[src/rtl/interrupt_controller.sv]
// Eight-source prioritised interrupt controller.
// Synchronises and edge-detects the raw source lines, keeps pending/mask/
// in-service state, and runs a small request/acknowledge FSM towards the CPU.
// Source 0 has the highest priority. Only a source strictly above the
// highest-priority in-service source may nest.
//
// state | meaning
// ------+---------------------------------------------------------------
// IDLE  | no request outstanding, irq low
// REQ   | candidate present, irq high, waiting for iack
// ACK   | iack seen, vector/cur_id latched, waiting for iack to drop
module interrupt_controller (
  input  logic        i_clk,
  input  logic        i_reset,   // asynchronous, active-low
  input  logic [7:0]  i_src,
  input  logic        i_sel,
  input  logic        i_read,
  input  logic        i_write,
  input  logic [1:0]  i_addr,
  input  logic [15:0] i_wdata,
  output logic [15:0] o_rdata,
  output logic        o_irq,
  input  logic        i_iack,
  output logic [15:0] o_vector
);

  localparam logic [1:0] ST_IDLE = 2'd0;
  localparam logic [1:0] ST_REQ  = 2'd1;
  localparam logic [1:0] ST_ACK  = 2'd2;

  localparam logic [1:0] ADDR_PENDING = 2'd0;
  localparam logic [1:0] ADDR_MASK    = 2'd1;
  localparam logic [1:0] ADDR_VBASE   = 2'd2;
  localparam logic [1:0] ADDR_STATUS  = 2'd3;

  localparam logic [3:0]  SPURIOUS_ID  = 4'd8;
  localparam logic [15:0] SPURIOUS_OFS = 16'd16;

  logic [7:0]  r_s1;
  logic [7:0]  r_s2;
  logic [7:0]  r_s3;
  logic [7:0]  r_pending;
  logic [7:0]  r_mask;
  logic [15:0] r_vbase;
  logic [7:0]  r_in_service;
  logic [1:0]  r_state;
  logic        r_irq;
  logic [15:0] r_vector;
  logic [3:0]  r_cur_id;

  logic [7:0]  w_edge;
  logic        w_wr;
  logic        w_rd;
  logic        w_eoi;
  logic [7:0]  w_is_low;
  logic [7:0]  w_allow;
  logic [7:0]  w_elig;
  logic [7:0]  w_cand_oh;
  logic        w_cand_valid;
  logic [2:0]  w_cand_id;
  logic        w_capture;
  logic [7:0]  w_ack_oh;
  logic [7:0]  w_w1c;
  logic [7:0]  w_eoi_clr;
  logic [15:0] w_cand_vector;

  assign w_wr = i_sel & i_write;
  assign w_rd = i_sel & i_read;
  assign w_eoi = w_wr && (i_addr == ADDR_STATUS);

  // A freshly synchronised high that was low one cycle earlier is an edge.
  assign w_edge = r_s2 & ~r_s3;

  // Lowest set in-service bit; everything strictly below it may nest.
  assign w_is_low = r_in_service & (~r_in_service + 8'd1);
  assign w_allow  = (r_in_service == 8'd0) ? 8'hFF : (w_is_low - 8'd1);

  assign w_elig       = r_pending & ~r_mask & w_allow;
  assign w_cand_oh    = w_elig & (~w_elig + 8'd1);
  assign w_cand_valid = |w_elig;

  // Priority encoder: lowest eligible index wins.
  always_comb begin
    w_cand_id = 3'd0;
    for (int i = 7; i >= 0; i--) begin
      if (w_elig[i]) w_cand_id = i[2:0];
    end
  end

  assign w_cand_vector = r_vbase + {12'd0, w_cand_id, 1'b0};

  // Capture only happens from REQ with a live candidate; otherwise iack is spurious.
  assign w_capture = (r_state == ST_REQ) && i_iack && w_cand_valid;
  assign w_ack_oh  = w_capture ? w_cand_oh : 8'd0;

  assign w_w1c     = (w_wr && (i_addr == ADDR_PENDING)) ? i_wdata[7:0] : 8'd0;
  assign w_eoi_clr = w_eoi ? w_is_low : 8'd0;

  // Two-flop synchroniser plus one history stage for edge detection.
  always_ff @(posedge i_clk or negedge i_reset) begin
    if (!i_reset) begin
      r_s1 <= 8'd0;
      r_s2 <= 8'd0;
      r_s3 <= 8'd0;
    end else begin
      r_s1 <= i_src;
      r_s2 <= r_s1;
      r_s3 <= r_s2;
    end
  end

  // Pending bits: clears (W1C, capture) lose against a same-cycle edge.
  always_ff @(posedge i_clk or negedge i_reset) begin
    if (!i_reset) begin
      r_pending <= 8'd0;
    end else begin
      r_pending <= (r_pending & ~(w_w1c | w_ack_oh)) | w_edge;
    end
  end

  // In-service bits: EOI is applied before the newly captured bit is set.
  always_ff @(posedge i_clk or negedge i_reset) begin
    if (!i_reset) begin
      r_in_service <= 8'd0;
    end else begin
      r_in_service <= (r_in_service & ~w_eoi_clr) | w_ack_oh;
    end
  end

  // Mask and vector base configuration registers.
  always_ff @(posedge i_clk or negedge i_reset) begin
    if (!i_reset) begin
      r_mask  <= 8'hFF;
      r_vbase <= 16'h0000;
    end else if (w_wr) begin
      if (i_addr == ADDR_MASK)  r_mask  <= i_wdata[7:0];
      if (i_addr == ADDR_VBASE) r_vbase <= i_wdata;
    end
  end

  // Request/acknowledge FSM driving irq, vector and cur_id.
  always_ff @(posedge i_clk or negedge i_reset) begin
    if (!i_reset) begin
      r_state  <= ST_IDLE;
      r_irq    <= 1'b0;
      r_vector <= 16'h0000;
      r_cur_id <= 4'd0;
    end else begin
      case (r_state)
        ST_IDLE: begin
          if (i_iack) begin
            r_state  <= ST_ACK;
            r_irq    <= 1'b0;
            r_cur_id <= SPURIOUS_ID;
            r_vector <= r_vbase + SPURIOUS_OFS;
          end else if (w_cand_valid) begin
            r_state <= ST_REQ;
            r_irq   <= 1'b1;
          end
        end
        ST_REQ: begin
          if (i_iack) begin
            r_state <= ST_ACK;
            r_irq   <= 1'b0;
            if (w_cand_valid) begin
              r_cur_id <= {1'b0, w_cand_id};
              r_vector <= w_cand_vector;
            end else begin
              r_cur_id <= SPURIOUS_ID;
              r_vector <= r_vbase + SPURIOUS_OFS;
            end
          end else if (!w_cand_valid) begin
            r_state <= ST_IDLE;
            r_irq   <= 1'b0;
          end
        end
        ST_ACK: begin
          r_irq <= 1'b0;
          if (!i_iack) r_state <= ST_IDLE;
        end
        default: begin
          r_state <= ST_IDLE;
          r_irq   <= 1'b0;
        end
      endcase
    end
  end

  // Combinational register read-back, zero unless a qualified read.
  always_comb begin
    o_rdata = 16'h0000;
    if (w_rd) begin
      case (i_addr)
        ADDR_PENDING: o_rdata = {8'h00, r_pending};
        ADDR_MASK:    o_rdata = {8'h00, r_mask};
        ADDR_VBASE:   o_rdata = r_vbase;
        ADDR_STATUS:  o_rdata = {r_in_service, 4'h0, r_cur_id};
        default:      o_rdata = 16'h0000;
      endcase
    end
  end

  assign o_irq    = r_irq;
  assign o_vector = r_vector;

endmodule
[config.mk]
export PLATFORM = sky130hd
export DESIGN_NAME = interrupt_controller
export DESIGN_NICKNAME = d
export VERILOG_FILES = /design/src/rtl/interrupt_controller.sv
export SDC_FILE = /design/constraint.sdc
export NUM_CORES = 1
export LEC_CHECK = 0
export ABC_AREA = 1
export BUFFER_PORTS_ARGS = -buffer_cell sky130_fd_sc_hd__clkbuf_2
export CELL_PAD_IN_SITES_DETAIL_PLACEMENT = 2
export CELL_PAD_IN_SITES_GLOBAL_PLACEMENT = 2
export CORE_UTILIZATION = 33
export CTS_CLUSTER_DIAMETER = 30
export DETAILED_ROUTE_END_ITERATION = 7
export HOLD_SLACK_MARGIN = 0.12
export PLACE_DENSITY = 0.76
export RECOVER_POWER = 100
export SLEW_MARGIN = 15
export SYNTH_ARGS = -nofsm -noshare
export SYNTH_HDL_FRONTEND = slang
export SYNTH_SLANG_ARGS = --single-unit
[constraint.sdc]
create_clock -name i_clk -period 2.9 [get_ports i_clk]
set_clock_uncertainty 0.05 [all_clocks]
set_input_delay 0.58 -clock i_clk [delete_from_list [all_inputs] [get_ports i_clk]]
set_output_delay 0.58 -clock i_clk [all_outputs]
set_load 0.1 [all_outputs]
==> reports/qor.yml, run 1 <==
finalMaxSlewViolations: 0
synthesis.instances: 597
synth.yosys.seq_area_share_pct: 47.5
number_of_endpoints_failing_setup_at_the_final_stage: 0
detail_route.vias_per_cell: 5.02
timing.reg2reg.worst_path_depth: 24
syn_to_final_growth_pct: 28.6
start_util_pct: 34.3
cts.clk_slew.worst_paths_ns: 0.07
ctsLongestPathBuffers: 2
numPortBuffers: 64
post_route_cells_drive_above_1_share_pct: 21.6
tritoncts: "yes"
avgRoutedWirePerCell_um: 19.1
synthDistinctLibCells: 34
number_of_violations_reported_at_the_end_of_detailed_routing_iteration_0: 125
top_ff_cell_synth: "sky130_fd_sc_hd__dfrtp_1"
netlist_top_cells_area: "sky130_fd_sc_hd__dfrtp_1, sky130_fd_sc_hd__nand2_1, sky130_fd_sc_hd__inv_1"
switching_share_pct: 51.1
worst-slew-pin-transition_ns: 1.17
timing.critical_path.slowest_cell_delay_ns: 0.46
combinational_family_with_the_most_area_after_synthesis: "simple AND/OR/NAND/NOR gates"
grt_start_max_net_pins: 47
chipWidth_um: 120
global_route.usage.met2_pct: 39.8
ant_nets: 0
synth-adder-area-share_pct: 1.52
crit_path_cell_trace: "inv_2 -> nand2_2 -> nor2_4 -> buf_6 -> nand3_4 -> nand2_4 -> inv_1 -> nand2_1 -> nand3_1 -> nand2_2 -> inv_2 -> ha_1 -> nand2_2 -> o21bai_1 -> buf_4 -> nand2_1 -> nand2_1 -> nand2_1 -> nand2_1 -> nand2_1 -> nand2_1 -> nand2_1 -> nand2_1 -> nand2_1"
min_period_ns: 2.82
synth.ff_latch_count: 87
fp.dieArea_sq_mm: 0.0144
p_int_mw: 3.01
ctsHoldBuffers: 0
cp_num_cells: 24
final_net_count: 723
synth_compound_area_share_pct: 10.9
cts_num_sinks: 87
yosys.area_share.xor_xnor_pct: 2.86
final_hold_viol_count: 0
cp-end-kind: "flop"
totalWireLength_mm: 16.6
nFillCells: 1532
min_path_type: "input pin to flop"
required_ns: 3.10
clk_root_buffer_cell: "sky130_fd_sc_hd__clkbuf_16"
netlist.area_leader.share_pct: 43.0
slew_headroom_pct: 22.3
globalplace.congestion: 0.874
startpoint_type: "flop"
diode_count: 0
netlist_area_pre_place_sq_mm: 0.00460
cts_inserted_buffers: 9
design.portCount: 65
post_synth_and_or_nand_nor_area_fraction_pct: 29.3
flip_flop_and_latch_area_sq_mm: 0.00219
crit_fanout: 6
p_per_area_mw_per_mm2: 1040
critical-path-slowest-cell: "sky130_fd_sc_hd__dfrtp_2"
synth_top_area_cell: "sky130_fd_sc_hd__dfrtp_1"
drt_pass1_iterations: 4
detail_route.drc_violations: 0
max-cap-violations: 0
cp_top_family: "simple AND/OR/NAND/NOR gates"
grt_first_pass_wirelength_mm: 26.0
place.detailed.instances: 839
worst_ep_arrival_time_ns: 3.02
outcome: "completed"
floorplan.rows: 42
clock_latency_on_the_worst_skew_pair_ns: 0.36
setup-tns-final_ns: 0
mux_contribution_to_synthesized_area_pct: 0
power.ir.vdd_worst_uv: 461
part_of_the_cycle_the_worst_path_needs_pct: 97.3
grt_antenna_before_repair: 0
synth_edf_count: 0
post_layout_nonfiller_instances: 867
pre_cts_ws_ns: -0.0497
area_occupied_by_multi_input_gates_sq_mm: 0.00217
cellLeakagePower_nw: 2.94
syn_nets: 634
grt_overall_usage_pct: 24.1
min_delay_path_depth: 1
dp_hpwl_mm: 12.4
grt.overflow.total: 0
share_comb_of_total_power_pct: 52.7
detailroute.via_count: 4349
async_reset_ff_share_pct: 100
gr_util_met3_pct: 3.09
ctsHtreeMaxLevel: 3
p_switching_mw: 3.15
groute.layer.met1.usage_pct: 32.0
design.core.area_sq_mm: 0.0134
ys_warn_count: 0
grt.busiest_layer: "met2"
crit_top_cell: "sky130_fd_sc_hd__nand2_1"
number_of_global_route_vias_before_repair: 4859
p_seq_share_pct: 29.0
critical_path.n_buffers_inverters: 5
floorplan.die.height_um: 120
worst_slack_ns: 0.0792
synthesis.area_per_instance_sq_um: 7.71
worstSetupPathType: "flop to flop"
fmaxAchievable_ghz: 0.355
power.clock.fraction_pct: 18.4
[power groups by stage]
stage | registers, mW | clock network [mW] | logic (mW)
2_1_floorplan | 2.49 | 0 | 1.45
3_3_place_gp | 1.75 | 0 | 2.92
3_5_place_dp | 1.78 | 0 | 3.01
4_1_cts | 1.77 | 1.16 | 3.05
5_1_grt | 1.82 | 1.20 | 3.47
6_report | 1.78 | 1.13 | 3.24
[worst reg2reg max path, stage by stage, from the launching register on]
cell and delay (ns):
sky130_fd_sc_hd__dfrtp_2 0.46, sky130_fd_sc_hd__inv_2 0.09, sky130_fd_sc_hd__nand2_2 0.07, sky130_fd_sc_hd__nor2_4 0.13, sky130_fd_sc_hd__buf_6 0.13, sky130_fd_sc_hd__nand3_4 0.09, sky130_fd_sc_hd__nand2_4 0.10, sky130_fd_sc_hd__inv_1 0.06
sky130_fd_sc_hd__nand2_1 0.08, sky130_fd_sc_hd__nand3_1 0.10, sky130_fd_sc_hd__nand2_2 0.10, sky130_fd_sc_hd__inv_2 0.05, sky130_fd_sc_hd__ha_1 0.29, sky130_fd_sc_hd__nand2_2 0.07, sky130_fd_sc_hd__o21bai_1 0.14, sky130_fd_sc_hd__buf_4 0.16
sky130_fd_sc_hd__nand2_1 0.06, sky130_fd_sc_hd__nand2_1 0.07, sky130_fd_sc_hd__nand2_1 0.05, sky130_fd_sc_hd__nand2_1 0.07, sky130_fd_sc_hd__nand2_1 0.06, sky130_fd_sc_hd__nand2_1 0.06, sky130_fd_sc_hd__nand2_1 0.07, sky130_fd_sc_hd__nand2_1 0.06
sky130_fd_sc_hd__nand2_1 0.05
[kinds of logic after synthesis]
group	after synthesis
and+or+nand+nor	308
buffers and inverters	92
AOI/OAI and AO/OA	90
xor gates and xnor gates	15
adders and majority gates	5
DFF	87
[placed cells by master (no fill, tap or decap), types with 5 or more instances in the layout]
cell / instances
sky130_fd_sc_hd__inv_1: 71
sky130_fd_sc_hd__o21ai_0: 32
sky130_fd_sc_hd__dfstp_2: 8
sky130_fd_sc_hd__clkbuf_2: 30
sky130_fd_sc_hd__a21oi_2: 8
sky130_fd_sc_hd__buf_12: 17
sky130_fd_sc_hd__nor2_1: 42
sky130_fd_sc_hd__inv_2: 6
sky130_fd_sc_hd__nor2_4: 6
sky130_fd_sc_hd__dfrtp_1: 75
sky130_fd_sc_hd__o211ai_1: 5
sky130_fd_sc_hd__nor2_2: 6
sky130_fd_sc_hd__a21oi_1: 16
sky130_fd_sc_hd__nand2_2: 10
sky130_fd_sc_hd__nand3_1: 25
sky130_fd_sc_hd__clkbuf_16: 9
sky130_fd_sc_hd__clkbuf_1: 21
sky130_fd_sc_hd__nand2_1: 198
sky130_fd_sc_hd__xor2_1: 14
sky130_fd_sc_hd__o21ai_1: 19
sky130_fd_sc_hd__buf_4: 24
sky130_fd_sc_hd__nor3_1: 8
[flip-flops by register name, indices dropped and copies added, names as in the netlist]
register      count
r_vbase          16
o_irq             1
r_in_service      8
r_pending         8
r_s3              8
r_mask            8
o_vector         16
r_s2              8
r_state           2
r_cur_id          4
r_s1              8
[final cells by class]
| type | instances | area share, % |
|---|---|---|
| inverters | 78 | 4.99 |
| clock inverters | 5 | 0.719 |
| repair buffers | 92 | 12.8 |
| clock buffers | 11 | 4.10 |
| multi-input cells | 418 | 36.6 |
| well taps | 176 | 3.72 |
| flip-flops and latches | 87 | 37.1 |
[synth_stat cells (2+ instances only)]
| cell | number |
|---|---|
| sky130_fd_sc_hd__a21oi_1 | 24 |
| sky130_fd_sc_hd__a221oi_1 | 6 |
| sky130_fd_sc_hd__buf_2 | 3 |
| sky130_fd_sc_hd__buf_6 | 2 |
| sky130_fd_sc_hd__clkbuf_1 | 9 |
| sky130_fd_sc_hd__dfrtp_1 | 79 |
| sky130_fd_sc_hd__dfstp_2 | 8 |
| sky130_fd_sc_hd__ha_1 | 4 |
| sky130_fd_sc_hd__inv_1 | 73 |
| sky130_fd_sc_hd__inv_2 | 5 |
| sky130_fd_sc_hd__nand2_1 | 203 |
| sky130_fd_sc_hd__nand2_2 | 6 |
| sky130_fd_sc_hd__nand2_8 | 2 |
| sky130_fd_sc_hd__nand3_1 | 26 |
| sky130_fd_sc_hd__nand4_1 | 4 |
| sky130_fd_sc_hd__nor2_1 | 48 |
| sky130_fd_sc_hd__nor2_2 | 3 |
| sky130_fd_sc_hd__nor2_4 | 3 |
| sky130_fd_sc_hd__nor2_8 | 2 |
| sky130_fd_sc_hd__nor3_1 | 7 |
| sky130_fd_sc_hd__o211ai_1 | 5 |
| sky130_fd_sc_hd__o21ai_0 | 33 |
| sky130_fd_sc_hd__o21ai_1 | 18 |
| sky130_fd_sc_hd__xor2_1 | 14 |
[per-layer routing]
layer	share of wire, %	vias to the layer above
met1	46	2190
met5	0	-
met3	3.0	18
li1	-	2053
met4	1.9	0
met2	49	88
[stage by stage]
stage / utilization [%] / power, mW / hold WS [ns] / area, sq um
6_report: 44.1 / 6.16 / 0.276 / 5920
3_3_place_gp: 41.2 / 4.67 / 0.282 / 5520
4_1_cts: 43.4 / 5.98 / 0.187 / 5820
5_1_grt: 44.1 / 6.49 / 0.272 / 5920
3_5_place_dp: 41.2 / 4.79 / 0.286 / 5520
2_1_floorplan: - / 3.94 / 0.234 / 4660
[path summary, 6_finish.rpt]
kind                       slack (ns)              end       startpoint
setup / recovery                 0.08      o_vector[8]  r_in_service[1]
hold / removal                   0.28          r_s1[2]         i_src[2]
setup reg to reg                 0.08      o_vector[8]  r_in_service[1]
hold reg to reg                  0.30          r_s2[7]          r_s1[7]
max in group asynchronous        0.65  r_in_service[3]          i_reset
min in group asynchronous        0.37     r_pending[1]          i_reset
[timing repair]
action,CTS,global route
pin swaps,0,7
endpoints found under the setup margin,2,10
resized for setup,6,20
setup buffers,0,12
Power figures use the tool's default switching activity.
==> inputs of run 2 (changes only) <==
==> constraint.sdc (replaced) <==
create_clock -name i_clk -period 3.1 [get_ports i_clk]
set_clock_uncertainty 0.05 [all_clocks]
set_input_delay 0.62 -clock i_clk [delete_from_list [all_inputs] [get_ports i_clk]]
set_output_delay 0.62 -clock i_clk [all_outputs]
set_load 0.1 [all_outputs]
==> run 2 against run 1 <==
Against the previous run:
- the run now ends with capacitance limit, slew limit left
- clock power is 4% lower
- final cell count fell by 1.7%
- core utilization fell by 0.87 points
- die area unchanged
- via count is 2.4% lower
- critical path depth down 17
- count of clock-buffer cells in the layout did not move
- sequential power shrank 7%
- hold slack improved by 0.023 ns
- critical endpoint is now o_rdata[3]
- largest cell class unchanged
==> reports/qor.yml, run 2 (same netlist as run 1, synthesis figures left out) <==
outcome: "complete, but fails checks"
violations: "capacitance limit, slew limit"
cp-end-kind: "output port"
grt_overall_usage_pct: 23.4
timing.reg2reg.worst_path_depth: 19
drt_pass1_iterations: 4
clock_latency_on_the_worst_skew_pair_ns: 0.35
chipWidth_um: 120
cellLeakagePower_nw: 2.92
post_route_cells_drive_above_1_share_pct: 20.3
pre_cts_ws_ns: 0.126
min_period_ns: 2.96
min_path_type: "flop to flop"
cts_num_sinks: 87
cp_num_cells: 7
critical-path-slowest-cell: "sky130_fd_sc_hd__clkbuf_1"
detailroute.via_count: 4246
most-common-layout-cells: "sky130_fd_sc_hd__nand2_1, sky130_fd_sc_hd__dfrtp_1, sky130_fd_sc_hd__inv_1"
floorplan.rows: 42
fmaxAchievable_ghz: 0.338
cts_inserted_buffers: 9
slew_headroom_pct: -66.2
avgRoutedWirePerCell_um: 18.2
detail_route.drc_violations: 0
worstReg2RegEnd: "o_vector[15]"
final_hold_viol_count: 0
startpoint_type: "input pin"
max-cap-violations: 1
grt_antenna_before_repair: 0
worst_hold_start: "r_s1[0]"
worstSetupPathType: "input pin to output port"
totalWireLength_mm: 15.5
part_of_the_cycle_the_worst_path_needs_pct: 95.4
power.ir.vdd_worst_uv: 291
final_net_count: 708
finalMaxSlewViolations: 44
timing.critical_path.slowest_cell_delay_ns: 0.53
design.portCount: 65
worst-slew-pin-transition_ns: 2.49
globalplace.congestion: 0.831
clk_root_buffer_cell: "sky130_fd_sc_hd__clkbuf_16"
post-route-util_pct: 43.3
crit_fanout: 12
cp_top_family: "buffers and inverters"
grt_setup_unrepaired: "true"
worst_slack_ns: 0.142
ctsHtreeMaxLevel: 3
cts.clk_slew.worst_paths_ns: 0.06
timing.critical_path.to: "o_rdata[3]"
fp.dieArea_sq_mm: 0.0144
ctsLongestPathBuffers: 2
crit_start: "i_addr[1]"
detail_route.vias_per_cell: 4.98
crit_path_cell_trace: "clkbuf_2 -> inv_1 -> nor2_1 -> clkbuf_1 -> nand2_1 -> a221oi_4 -> buf_12"
reg2reg_launch_point: "r_in_service[0]"
ff_to_ff_setup_slack_ns: 0.21
worst_ep_arrival_time_ns: 2.29
layout_commonest_cell: "sky130_fd_sc_hd__nand2_1"
ant_nets: 0
grt.overflow.total: 0
numPortBuffers: 64
p_per_area_mw_per_mm2: 955
grt_start_max_net_pins: 45
number_of_endpoints_failing_setup_at_the_final_stage: 0
syn_to_final_growth_pct: 26.1
number_of_global_route_vias_before_repair: 4738
diode_count: 0
nFillCells: 1567
dp_hpwl_mm: 12.0
start_util_pct: 34.3
tritoncts: "yes"
setup-tns-final_ns: 0
grt_first_pass_wirelength_mm: 25.5
number_of_violations_reported_at_the_end_of_detailed_routing_iteration_0: 144
required_ns: 2.43
design.core.area_sq_mm: 0.0134
floorplan.die.height_um: 120
critical_path.n_buffers_inverters: 4
==> run 2: cell count changes in the layout (fill, tap and decap cells not counted), moves of 3 or more <==
cell / delta
sky130_fd_sc_hd__buf_4: -14
sky130_fd_sc_hd__clkbuf_1: -14
sky130_fd_sc_hd__clkbuf_2: +15
sky130_fd_sc_hd__dfrtp_1: +4
sky130_fd_sc_hd__dfrtp_2: -4
sky130_fd_sc_hd__nand2_1: +4
sky130_fd_sc_hd__nand2_2: -4
sky130_fd_sc_hd__nor2_1: +3
==> run 2: final cells by class <==
class | count | area (sq um) | area share (%)
inverters | 78 | 293 | 5.05
repair buffers | 77 | 659 | 11.4
multi-input cells | 418 | 2150 | 37.0
clock buffers | 11 | 233 | 4.01
well taps | 176 | 220 | 3.80
flip-flops and latches | 87 | 2190 | 37.7
clock inverters | 5 | 58.8 | 1.01
==> run 2: routing by layer <==
metal / up-vias / track usage [%] / part of all wire, %
li1: 2021 / - / -
met1: 2132 / 31.3 / 48
met2: 77 / 38.6 / 48
met3: 16 / 3.56 / 3.3
met4: 0 / 7.58 / 1.5
met5: - / 0 / 0
==> run 2: power breakdown <==
group | switching, mW | total, mW | internal [mW]
Combinational | 2.08 | 2.79 | 0.709
Sequential | 0.249 | 1.65 | 1.40
Clock | 0.468 | 1.09 | 0.625
Total | 2.80 | 5.54 | 2.74
==> run 2: how the worst min path moves through the flow <==
stage                   end  slack [ns]  cells after the start
floorplan             o_irq        0.27                      0
global placement    r_s2[2]        0.28                      0
detailed placement  r_s2[7]        0.29                      0
CTS                 r_s3[1]        0.24                      1
global route        r_s2[7]        0.30                      0
finish              r_s2[0]        0.30                      0
==> run 2: timing repair <==
action                     in CTS  in global routing
buffers inserted                0                  3
hold buffers                    0                  0
setup endpoints to repair       0                  6
gates resized for setup         0                  9
hold endpoints to repair        0                  0
==> run 2: per-stage QoR <==
stage | cell area (sq um) | hold WS (ns) | power [mW] | instances
finish | 5800 | 0.300 | 5.54 | 852
detailed placement | 5470 | 0.288 | 4.38 | 833
global placement | 5470 | 0.283 | 4.30 | 833
CTS | 5760 | 0.242 | 5.51 | 849
global route | 5800 | 0.303 | 5.87 | 852
floorplan | 4660 | 0.274 | 3.68 | 597
==> inputs of run 3 (changes only) <==
--- a/config.mk
+++ b/config.mk
@@ -7,13 +7,11 @@
 export LEC_CHECK = 0
 export ABC_AREA = 1
 export BUFFER_PORTS_ARGS = -buffer_cell sky130_fd_sc_hd__clkbuf_2
-export CELL_PAD_IN_SITES_DETAIL_PLACEMENT = 2
-export CELL_PAD_IN_SITES_GLOBAL_PLACEMENT = 2
-export CORE_UTILIZATION = 33
+export CORE_UTILIZATION = 58
 export CTS_CLUSTER_DIAMETER = 30
 export DETAILED_ROUTE_END_ITERATION = 7
 export HOLD_SLACK_MARGIN = 0.12
-export PLACE_DENSITY = 0.76
+export PLACE_DENSITY = 0.78
 export RECOVER_POWER = 100
 export SLEW_MARGIN = 15
 export SYNTH_ARGS = -nofsm -noshare
==> run 3 against run 2 <==
Against the previous run:
- the flow still finishes with violations (capacitance limit, slew limit)
- total power fell by 6.2%
- sequential cell count did not move
- sequential share of layout area grew 2.7 points
- count of clock-buffer cells in the layout down 1
- die area is 42% lower
- core utilization grew 27 points
- cell area decreased by 6.7%
- first-iteration DRC count is 100% higher
- sequential power about the same
- combinational power down 7.9%
- clock power shrank 9%
- non-clock buffer count is 2 lower
==> reports/qor.yml, run 3 (same netlist as run 1, synthesis figures left out) <==
grt_antenna_before_repair: 0
clk_root_buffer_cell: "sky130_fd_sc_hd__clkbuf_8"
fmaxAchievable_ghz: 0.335
number_of_global_route_vias_before_repair: 4171
min_path_type: "flop to flop"
numPortBuffers: 64
design.portCount: 65
violations: "capacitance limit, slew limit"
worst-slew-pin-transition_ns: 2.45
min_period_ns: 2.99
gr_util_met3_pct: 4.36
globalplace.congestion: 0.963
required_ns: 2.43
outcome: "complete, but fails checks"
cp-end-kind: "output port"
final_hold_viol_count: 0
grt.busiest_layer: "met2"
number_of_endpoints_failing_setup_at_the_final_stage: 0
slew_headroom_pct: -63.4
final_net_count: 706
avgRoutedWirePerCell_um: 15.8
grt_first_pass_wirelength_mm: 20.2
startpoint_type: "input pin"
place.detailed.instances: 758
number_of_violations_reported_at_the_end_of_detailed_routing_iteration_0: 295
floorplan.die.height_um: 91.1
worst_ep_arrival_time_ns: 2.32
grt_start_max_net_pins: 46
ctsLongestPathBuffers: 2
ctsHoldBuffers: 0
grt.overflow.total: 0
p_per_area_mw_per_mm2: 960
worst_slack_ns: 0.112
finalMaxSlewViolations: 46
worstSetupPathType: "input pin to output port"
ff_to_ff_setup_slack_ns: 0.30
cellLeakagePower_nw: 2.79
cts_inserted_buffers: 9
detail_route.drc_violations: 0
floorplan.rows: 32
clock_latency_on_the_worst_skew_pair_ns: 0.36
syn_to_final_growth_pct: 17.6
grt_setup_unrepaired: "false"
detailed_place.area_sq_mm: 0.00535
ctsHtreeMaxLevel: 3
design.core.area_sq_mm: 0.00769
grt_overall_usage_pct: 32.0
power.ir.vdd_worst_uv: 387
pre_cts_ws_ns: 0.242
diode_count: 0
detailroute.via_count: 4156
totalWireLength_mm: 12.3
nFillCells: 655
groute.layer.met1.usage_pct: 40.2
dp_hpwl_mm: 9.43
flip_flop_and_latch_area_sq_mm: 0.00219
most-common-layout-cells: "sky130_fd_sc_hd__nand2_1, sky130_fd_sc_hd__dfrtp_1, sky130_fd_sc_hd__inv_1"
post_layout_nonfiller_instances: 776
cts.clk_slew.worst_paths_ns: 0.08
tritoncts: "yes"
part_of_the_cycle_the_worst_path_needs_pct: 96.4
detail_route.vias_per_cell: 5.36
ant_nets: 0
chipWidth_um: 91.1
cts_num_sinks: 87
global_route.usage.met2_pct: 55.1
area_occupied_by_multi_input_gates_sq_mm: 0.00208
post-route-util_pct: 70.4
fp.dieArea_sq_mm: 0.00829
post_route_cells_drive_above_1_share_pct: 15.6
start_util_pct: 59.8
final_cell_area_sq_mm: 0.00541
setup-tns-final_ns: 0
crit_fanout: 11
drt_pass1_iterations: 5
max-cap-violations: 1
layout_commonest_cell: "sky130_fd_sc_hd__nand2_1"
## run 3: changes by cell type in the layout (fill, tap and decap cells not counted), moves of 3 or more
cell                        change
sky130_fd_sc_hd__clkbuf_16      -9
sky130_fd_sc_hd__o21ai_1        -4
sky130_fd_sc_hd__buf_12        -11
sky130_fd_sc_hd__clkbuf_8      +10
sky130_fd_sc_hd__o21ai_0        +4
sky130_fd_sc_hd__clkbuf_1      +16
sky130_fd_sc_hd__a21oi_1        +5
sky130_fd_sc_hd__clkbuf_2      -12
sky130_fd_sc_hd__a21oi_2        -5
sky130_fd_sc_hd__nor2_4         -3
## run 3: area by class of cell
cell class / count / share of cell area (%)
Multi-Input combinational cell: 418 / 38.4
Sequential cell: 87 / 40.4
Clock buffer: 10 / 2.54
Clock inverter: 6 / 2.13
Inverter: 78 / 5.41
Timing Repair Buffer: 75 / 8.77
Tap cell: 102 / 2.36
## run 3: through the flow
stage                     power [mW]  hold slack, ns
after floorplan                 3.68           0.274
after global placement          4.20           0.282
after detailed placement        4.24           0.287
after CTS                       5.24           0.206
after global routing            5.50           0.298
final                           5.19           0.305
## run 3: path summary, 6_finish.rpt
path | start | end | cells after the start
worst max-delay path | i_addr[1] | o_rdata[15] | 7
worst max register to register | r_in_service[0] | o_vector[7] | 20
worst min-delay path | r_s1[0] | r_s2[0] | 0
worst min register to register | r_s1[0] | r_s2[0] | 0
min in group asynchronous | i_reset | r_pending[1] | 1
max in group asynchronous | i_reset | o_vector[1] | 2
## run 3: per-layer routing
| metal | wire, um | share of wire [%] |
|---|---|---|
| met1 | 5190 | 42 |
| met2 | 6020 | 49 |
| met3 | 728 | 5.9 |
| met4 | 339 | 2.8 |
| met5 | 0 | 0 |
## run 3: critical path, cell delays in order
cell and delay (ns):
sky130_fd_sc_hd__clkbuf_1 0.14, sky130_fd_sc_hd__inv_1 0.13, sky130_fd_sc_hd__nor2_1 0.28, sky130_fd_sc_hd__clkbuf_1 0.47
sky130_fd_sc_hd__nand2_1 0.16, sky130_fd_sc_hd__a21oi_2 0.19, sky130_fd_sc_hd__buf_4 0.31
## run 3: what timing repair did
action	4_1_cts	5_1_grt
setup endpoints to repair	0	5
resized for setup	0	4
setup buffers	0	2
## run 3: power by group
group	internal (mW)	total (mW)	switching (mW)
clock	0.563	0.990	0.427
sequential	1.40	1.63	0.229
combinational	0.597	2.57	1.98
total	2.56	5.19	2.63
